$ cat src/rtl/if_stage_pkg.sv
// rtl/if_stage_pkg.sv - shared widths, bus levels, NOP encoding and fetch FSM states
package if_stage_pkg;

  localparam int WORD_ADDR_W = 30;
  localparam int WORD_DATA_W = 32;

  localparam logic READ     = 1'b1;
  localparam logic ENABLE_  = 1'b0;
  localparam logic DISABLE_ = 1'b1;

  localparam logic [WORD_DATA_W-1:0] ISA_NOP = 32'h0000_0000;

  typedef enum logic [1:0] {
    IF_STATE_IDLE   = 2'd0,
    IF_STATE_REQ    = 2'd1,
    IF_STATE_ACCESS = 2'd2,
    IF_STATE_STALL  = 2'd3
  } if_state_e;

endpackage

$ cat src/rtl/if_bus_if.sv
// rtl/if_bus_if.sv - fetch bus master: req/grant/as/rdy FSM, stall buffer and busy
module if_bus_if
  import if_stage_pkg::*;
(
  input  logic                   clk,
  input  logic                   reset_,
  input  logic                   stall,
  input  logic                   flush,
  input  logic [WORD_ADDR_W-1:0] fetch_pc,
  input  logic [WORD_ADDR_W-1:0] next_pc,
  output logic                   busy,
  output logic [WORD_DATA_W-1:0] data,
  output logic                   valid,
  output logic                   bus_req_,
  input  logic                   bus_grnt_,
  output logic                   bus_as_,
  output logic                   bus_rw,
  output logic [WORD_ADDR_W-1:0] bus_addr,
  input  logic [WORD_DATA_W-1:0] bus_rd_data,
  input  logic                   bus_rdy_
);

  if_state_e              state, state_nx;
  logic                   req_nx, as_nx;
  logic [WORD_ADDR_W-1:0] addr_nx;
  logic [WORD_DATA_W-1:0] buffer, buffer_nx;

  assign bus_rw = READ;

  always_ff @(posedge clk or negedge reset_) begin
    if (!reset_) begin
      state    <= IF_STATE_IDLE;
      bus_req_ <= DISABLE_;
      bus_as_  <= DISABLE_;
      bus_addr <= '0;
      buffer   <= '0;
    end else begin
      state    <= state_nx;
      bus_req_ <= req_nx;
      bus_as_  <= as_nx;
      bus_addr <= addr_nx;
      buffer   <= buffer_nx;
    end
  end

  always_comb begin
    state_nx  = state;
    req_nx    = bus_req_;
    as_nx     = bus_as_;
    addr_nx   = bus_addr;
    buffer_nx = buffer;
    busy      = 1'b1;
    valid     = 1'b0;
    data      = bus_rd_data;
    case (state)
      IF_STATE_IDLE: begin
        req_nx   = ENABLE_;
        state_nx = IF_STATE_REQ;
      end
      IF_STATE_REQ: begin
        if (bus_grnt_ == ENABLE_) begin
          as_nx    = ENABLE_;
          addr_nx  = fetch_pc;
          state_nx = IF_STATE_ACCESS;
        end
      end
      IF_STATE_ACCESS: begin
        if (bus_rdy_ == ENABLE_) begin
          busy  = 1'b0;
          valid = 1'b1;
          // Park the word while the pipeline is stalled; bus stays requested.
          if (stall) begin
            buffer_nx = bus_rd_data;
            as_nx     = DISABLE_;
            state_nx  = IF_STATE_STALL;
          end else begin
            addr_nx = next_pc;
          end
        end
      end
      IF_STATE_STALL: begin
        busy  = 1'b0;
        valid = 1'b1;
        data  = buffer;
        if (!stall) state_nx = IF_STATE_REQ;
      end
      default: state_nx = IF_STATE_IDLE;
    endcase
    if (flush) begin
      busy     = 1'b0;
      state_nx = IF_STATE_IDLE;
      req_nx   = DISABLE_;
      as_nx    = DISABLE_;
    end
  end

endmodule

$ cat src/rtl/if_stage.sv
// rtl/if_stage.sv - instruction fetch stage with IF/ID register; IF_PERF_CNT_EN adds fetch/wait counters
module if_stage
  import if_stage_pkg::*;
#(
  parameter logic [WORD_ADDR_W-1:0] RESET_VECTOR = 30'h0,
  parameter logic [WORD_DATA_W-1:0] NOP_INSN     = ISA_NOP
) (
  input  logic                   clk,
  input  logic                   reset_,
  input  logic                   stall,
  input  logic                   flush,
  input  logic [WORD_ADDR_W-1:0] new_pc,
  input  logic                   br_taken,
  input  logic [WORD_ADDR_W-1:0] br_addr,
  output logic                   busy,
  output logic                   bus_req_,
  input  logic                   bus_grnt_,
  output logic                   bus_as_,
  output logic                   bus_rw,
  output logic [WORD_ADDR_W-1:0] bus_addr,
  input  logic [WORD_DATA_W-1:0] bus_rd_data,
  input  logic                   bus_rdy_,
  output logic [WORD_ADDR_W-1:0] if_pc,
  output logic [WORD_DATA_W-1:0] if_insn,
  output logic                   if_en
`ifdef IF_PERF_CNT_EN
  ,
  output logic [31:0]            if_fetch_cnt,
  output logic [31:0]            if_wait_cnt
`endif
);

  logic [WORD_ADDR_W-1:0] fetch_pc, next_pc;
  logic [WORD_DATA_W-1:0] data;
  logic                   valid, deliver;

  // Branch is resolved against the instruction in IF/ID, so the slot after it still issues.
  assign next_pc = (br_taken && if_en) ? br_addr : fetch_pc + 30'd1;
  assign deliver = valid && !stall && !flush;

  if_bus_if u_bus_if (
    .clk         (clk),
    .reset_      (reset_),
    .stall       (stall),
    .flush       (flush),
    .fetch_pc    (fetch_pc),
    .next_pc     (next_pc),
    .busy        (busy),
    .data        (data),
    .valid       (valid),
    .bus_req_    (bus_req_),
    .bus_grnt_   (bus_grnt_),
    .bus_as_     (bus_as_),
    .bus_rw      (bus_rw),
    .bus_addr    (bus_addr),
    .bus_rd_data (bus_rd_data),
    .bus_rdy_    (bus_rdy_)
  );

  always_ff @(posedge clk or negedge reset_) begin
    if (!reset_) begin
      fetch_pc <= RESET_VECTOR;
      if_pc    <= RESET_VECTOR;
      if_insn  <= NOP_INSN;
      if_en    <= 1'b0;
    end else if (flush) begin
      fetch_pc <= new_pc;
      if_insn  <= NOP_INSN;
      if_en    <= 1'b0;
    end else if (deliver) begin
      if_pc    <= fetch_pc;
      if_insn  <= data;
      if_en    <= 1'b1;
      fetch_pc <= next_pc;
    end
  end

`ifdef IF_PERF_CNT_EN
  always_ff @(posedge clk or negedge reset_) begin
    if (!reset_) begin
      if_fetch_cnt <= '0;
      if_wait_cnt  <= '0;
    end else begin
      if (deliver) if_fetch_cnt <= if_fetch_cnt + 32'd1;
      if (busy)    if_wait_cnt  <= if_wait_cnt + 32'd1;
    end
  end
`endif

endmodule

$ cat config.mk
export PLATFORM = sky130hd
export DESIGN_NAME = if_stage
export DESIGN_NICKNAME = d
export VERILOG_FILES = /design/src/rtl/if_stage_pkg.sv /design/src/rtl/if_bus_if.sv /design/src/rtl/if_stage.sv
export SDC_FILE = /design/constraint.sdc
export NUM_CORES = 1
export LEC_CHECK = 0
export ABC_CLOCK_PERIOD_IN_PS = 3200
export CAP_MARGIN = 20
export CORE_ASPECT_RATIO = 0.8
export CORE_MARGIN = 2
export CORE_UTILIZATION = 51
export DETAILED_ROUTE_END_ITERATION = 7
export GPL_TIMING_DRIVEN = 0
export PLACE_DENSITY_LB_ADDON = 0.15
export SYNTH_ARGS = -nofsm -noshare
export SYNTH_HDL_FRONTEND = slang
export SYNTH_SLANG_ARGS = --single-unit
$ cat constraint.sdc
create_clock -name clk -period 3.2 [get_ports clk]
set_input_delay 0.64 -clock clk [delete_from_list [all_inputs] [get_ports clk]]
set_output_delay 0.64 -clock clk [all_outputs]
set_load 0.05 [all_outputs]
==> impl_metrics.toml <==
[critical_path]
reg2reg_to = "if_insn[28]$_DFFE_PN0P_"
r2r_setup_slack_ps = 350
reg2reg_depth = 8
crit_path_max_fanout = 10
required_ps = 2560
crit_path_end_kind = "output pin"
r2r-start = "u_bus_if.state[1]$_DFFE_PN0P_"
cp.arrival_ps = 2450
crit_type = "flip-flop to output pin"
start_kind = "flip-flop"

[synthesis]
synth.area.top_cells = "dfrtp_1, mux2_2, mux2i_1"
yosysTopAreaCell = "dfrtp_1"
synth_ff_type = "dfrtp_1"
syn-num-nets = 911
yosysSeqAreaShare = 0.475
synth_common_cells = "dfrtp_1, nor2_1, mux2_2"
synth_top_cell_area_share = 0.469
synth_top_family_by_area = "compound AO/OA/AOI/OAI gates"
synth_compound_area_frac = 0.163
yosys_warnings = 0
ys_ff_latch = 159
syn_area_um2 = 8380
synthMuxAreaShare = 0.147
syn-mean-instance-area_um2 = 10.4
synthArstFlopShare = 1.00
netlist-cell-type-count = 65
synthCells = 807
synthAdderAreaFrac = 0.00747
synth-simple-area-share = 0.144
yosysMostFrequentCell = "dfrtp_1"
synth-edff-count = 0
synth_xor_area_frac = 0.00941

[clocking]
cts.clk_slew.worst_paths_ps = 70
cts_buffers = 17
postCtsHoldBufs = 0
cts_tree = "done"
cts_sinks = 159
cts_root_buf = "clkbuf_16"
h-tree-depth = 4
cts_setup_buffers = 0
clk_latency_ps = 440
clockBufferDepth = 2

[global_route]
grt_max_degree = 122
grt_remaining_overflow = 0
grt_pass1_wl_um = 40100
grt_util_all_layers = 0.299
grt_pass1_vias = 7068
antenna_found_initial = 0

[cells_and_area]
antenna-diode-count = 0
finalInstanceArea_um2 = 11200
areaGrowthSynthToFinish_pct = 34.2
nNetsFinal = 1124
drive_gt1_frac = 0.145

[placed_design]
routabilityCongestion = 0.952
portBuffers = 194
place_hpwl_um = 18400
dpl_cell_area_um2 = 10600

[drt]
vias = 7459
viasPerCell = 5.98
detail-route-antenna-nets = 0
drt_first_pass_iters = 7
drc_errors = 0
finalWirelength_um = 26200
wl_per_cell_um = 21.0
drtIter0Drc = 707

[power]
ir_drop_uv = 559
p_total_mw = 10.3
cellLeakagePower_nw = 4.66
power_density_nw_per_um2 = 918

[floorplanning]
die_y_um = 119
die-area_um2 = 17500
core_um2 = 15900
start_util = 0.527
dieWidth_um = 147
rows = 41
ios = 196

[hold_path]
min_path_type = "input port to async pin"

[status]
status = "complete, no violations"

[sta]
grt_setup_unrepaired = "false"
drv_slew = 0
max_slew_margin = 0.398
tightestPinTransition_ps = 903
timing.fmax_mhz = 323
skew_ps = 9.46
finalCriticalPeriod_ps = 3090
timing.final.crit_share = 0.966
setup_viol = 0
finalHoldViolCount = 0

[flow_run]
cap_viol_max_count = 0
-- stage by stage --
| step | setup slack (ps) | util | hold slack (ps) | instances | setup TNS, ps |
|---|---|---|---|---|---|
| CTS | 52.7 | 0.707 | 75.1 | 1248 | 0 |
| global route | 36.0 | 0.707 | 75.9 | 1248 | 0 |
| detailed placement | -615 | 0.668 | 474 | 1218 | -615 |
| global placement | -5060 | 0.666 | 468 | 1216 | -799100 |
| finish | 108 | 0.707 | 64.0 | 1248 | 0 |
| floorplan | 358 | - | 344 | 807 | 0 |
-- layout by cell type, fill, tap and decap left out, types with 6 or more instances in the layout --
master,n
a211oi_1,40
a21o_1,7
a21oi_1,55
a221o_1,6
a31oi_1,9
and3_1,17
buf_2,12
clkbuf_1,36
clkbuf_16,17
clkbuf_8,11
clkdlybuf4s50_1,192
dfrtp_1,157
inv_1,10
mux2_2,62
mux2i_1,53
nand2_1,54
nand2b_1,6
nand3_1,12
nand4_1,16
nor2_1,86
nor3b_1,10
o21ai_0,33
o41ai_1,12
-- state kept, by name, summed over array words and instances (netlist names) --
signal,cells
fetch_pc,30
if_pc,30
u_bus_if.bus_addr,30
u_bus_if.buffer,32
if_en,1
u_bus_if.state,2
u_bus_if.bus_req_,1
u_bus_if.bus_as_,1
if_insn,32
-- per-layer routing --
layer / vias to the layer above / global-route usage / part of all wire
met3: 51 / 0.0819 / 0.11
met5: - / 0 / 0
met4: 0 / 0.0907 / 0.020
li1: 3393 / - / -
met1: 3595 / 0.444 / 0.44
met2: 420 / 0.424 / 0.43
-- power by group --
part | total [mW] | internal (mW) | switching, mW
combinational | 5.02 | 1.84 | 3.18
sequential | 3.17 | 2.72 | 0.445
clock | 2.13 | 1.25 | 0.886
-- worst max-delay path by stage --
| stage | to | startpoint | depth (start not counted) |
|---|---|---|---|
| 5_1_grt | busy | u_bus_if.state[0]$_DFFE_PN0P_ | 7 |
| 6_report | busy | u_bus_if.state[0]$_DFFE_PN0P_ | 7 |
| 3_5_place_dp | busy | u_bus_if.state[0]$_DFFE_PN0P_ | 8 |
| 3_3_place_gp | if_pc[18]$_DFFE_PN0P_ | reset_ | 1 |
| 4_1_cts | busy | u_bus_if.state[0]$_DFFE_PN0P_ | 7 |
| 2_1_floorplan | busy | u_bus_if.state[0]$_DFFE_PN0P_ | 7 |
-- layout make-up --
type / instances / area [µm²]
multi-input cells: 568 / 3950
plain buffers: 68 / 408
repair buffers: 196 / 1990
flip-flops and latches: 159 / 3980
clock inverters: 14 / 181
clock buffers: 18 / 429
well taps: 215 / 269
inverters: 10 / 37.5
fillers: 1197 / 4660
-- kinds of logic after synthesis --
family / Yosys count
adder cells (fa/ha/maj): 5
multiplexers: 115
flip-flops: 159
AND/OR/NAND/NOR: 236
AO/OA/AOI/OAI: 202
buffers and inverters: 80
other: 1
XOR/XNOR: 9
-- repair_timing --
action / 4_1_cts / 5_1_grt
cloned: 0 / 0
endpoints found under the setup margin: 1 / 1
resized for setup: 7 / 1
-- worst max-delay path, stage by stage (launching register included) --
cell             delay, ps
dfrtp_1                420
inv_1                  110
ha_2                   290
buf_2                  300
buf_4                  280
o21ai_0                110
nor2_1                 100
clkdlybuf4s15_2        390
(Power assumes the default switching activity.)
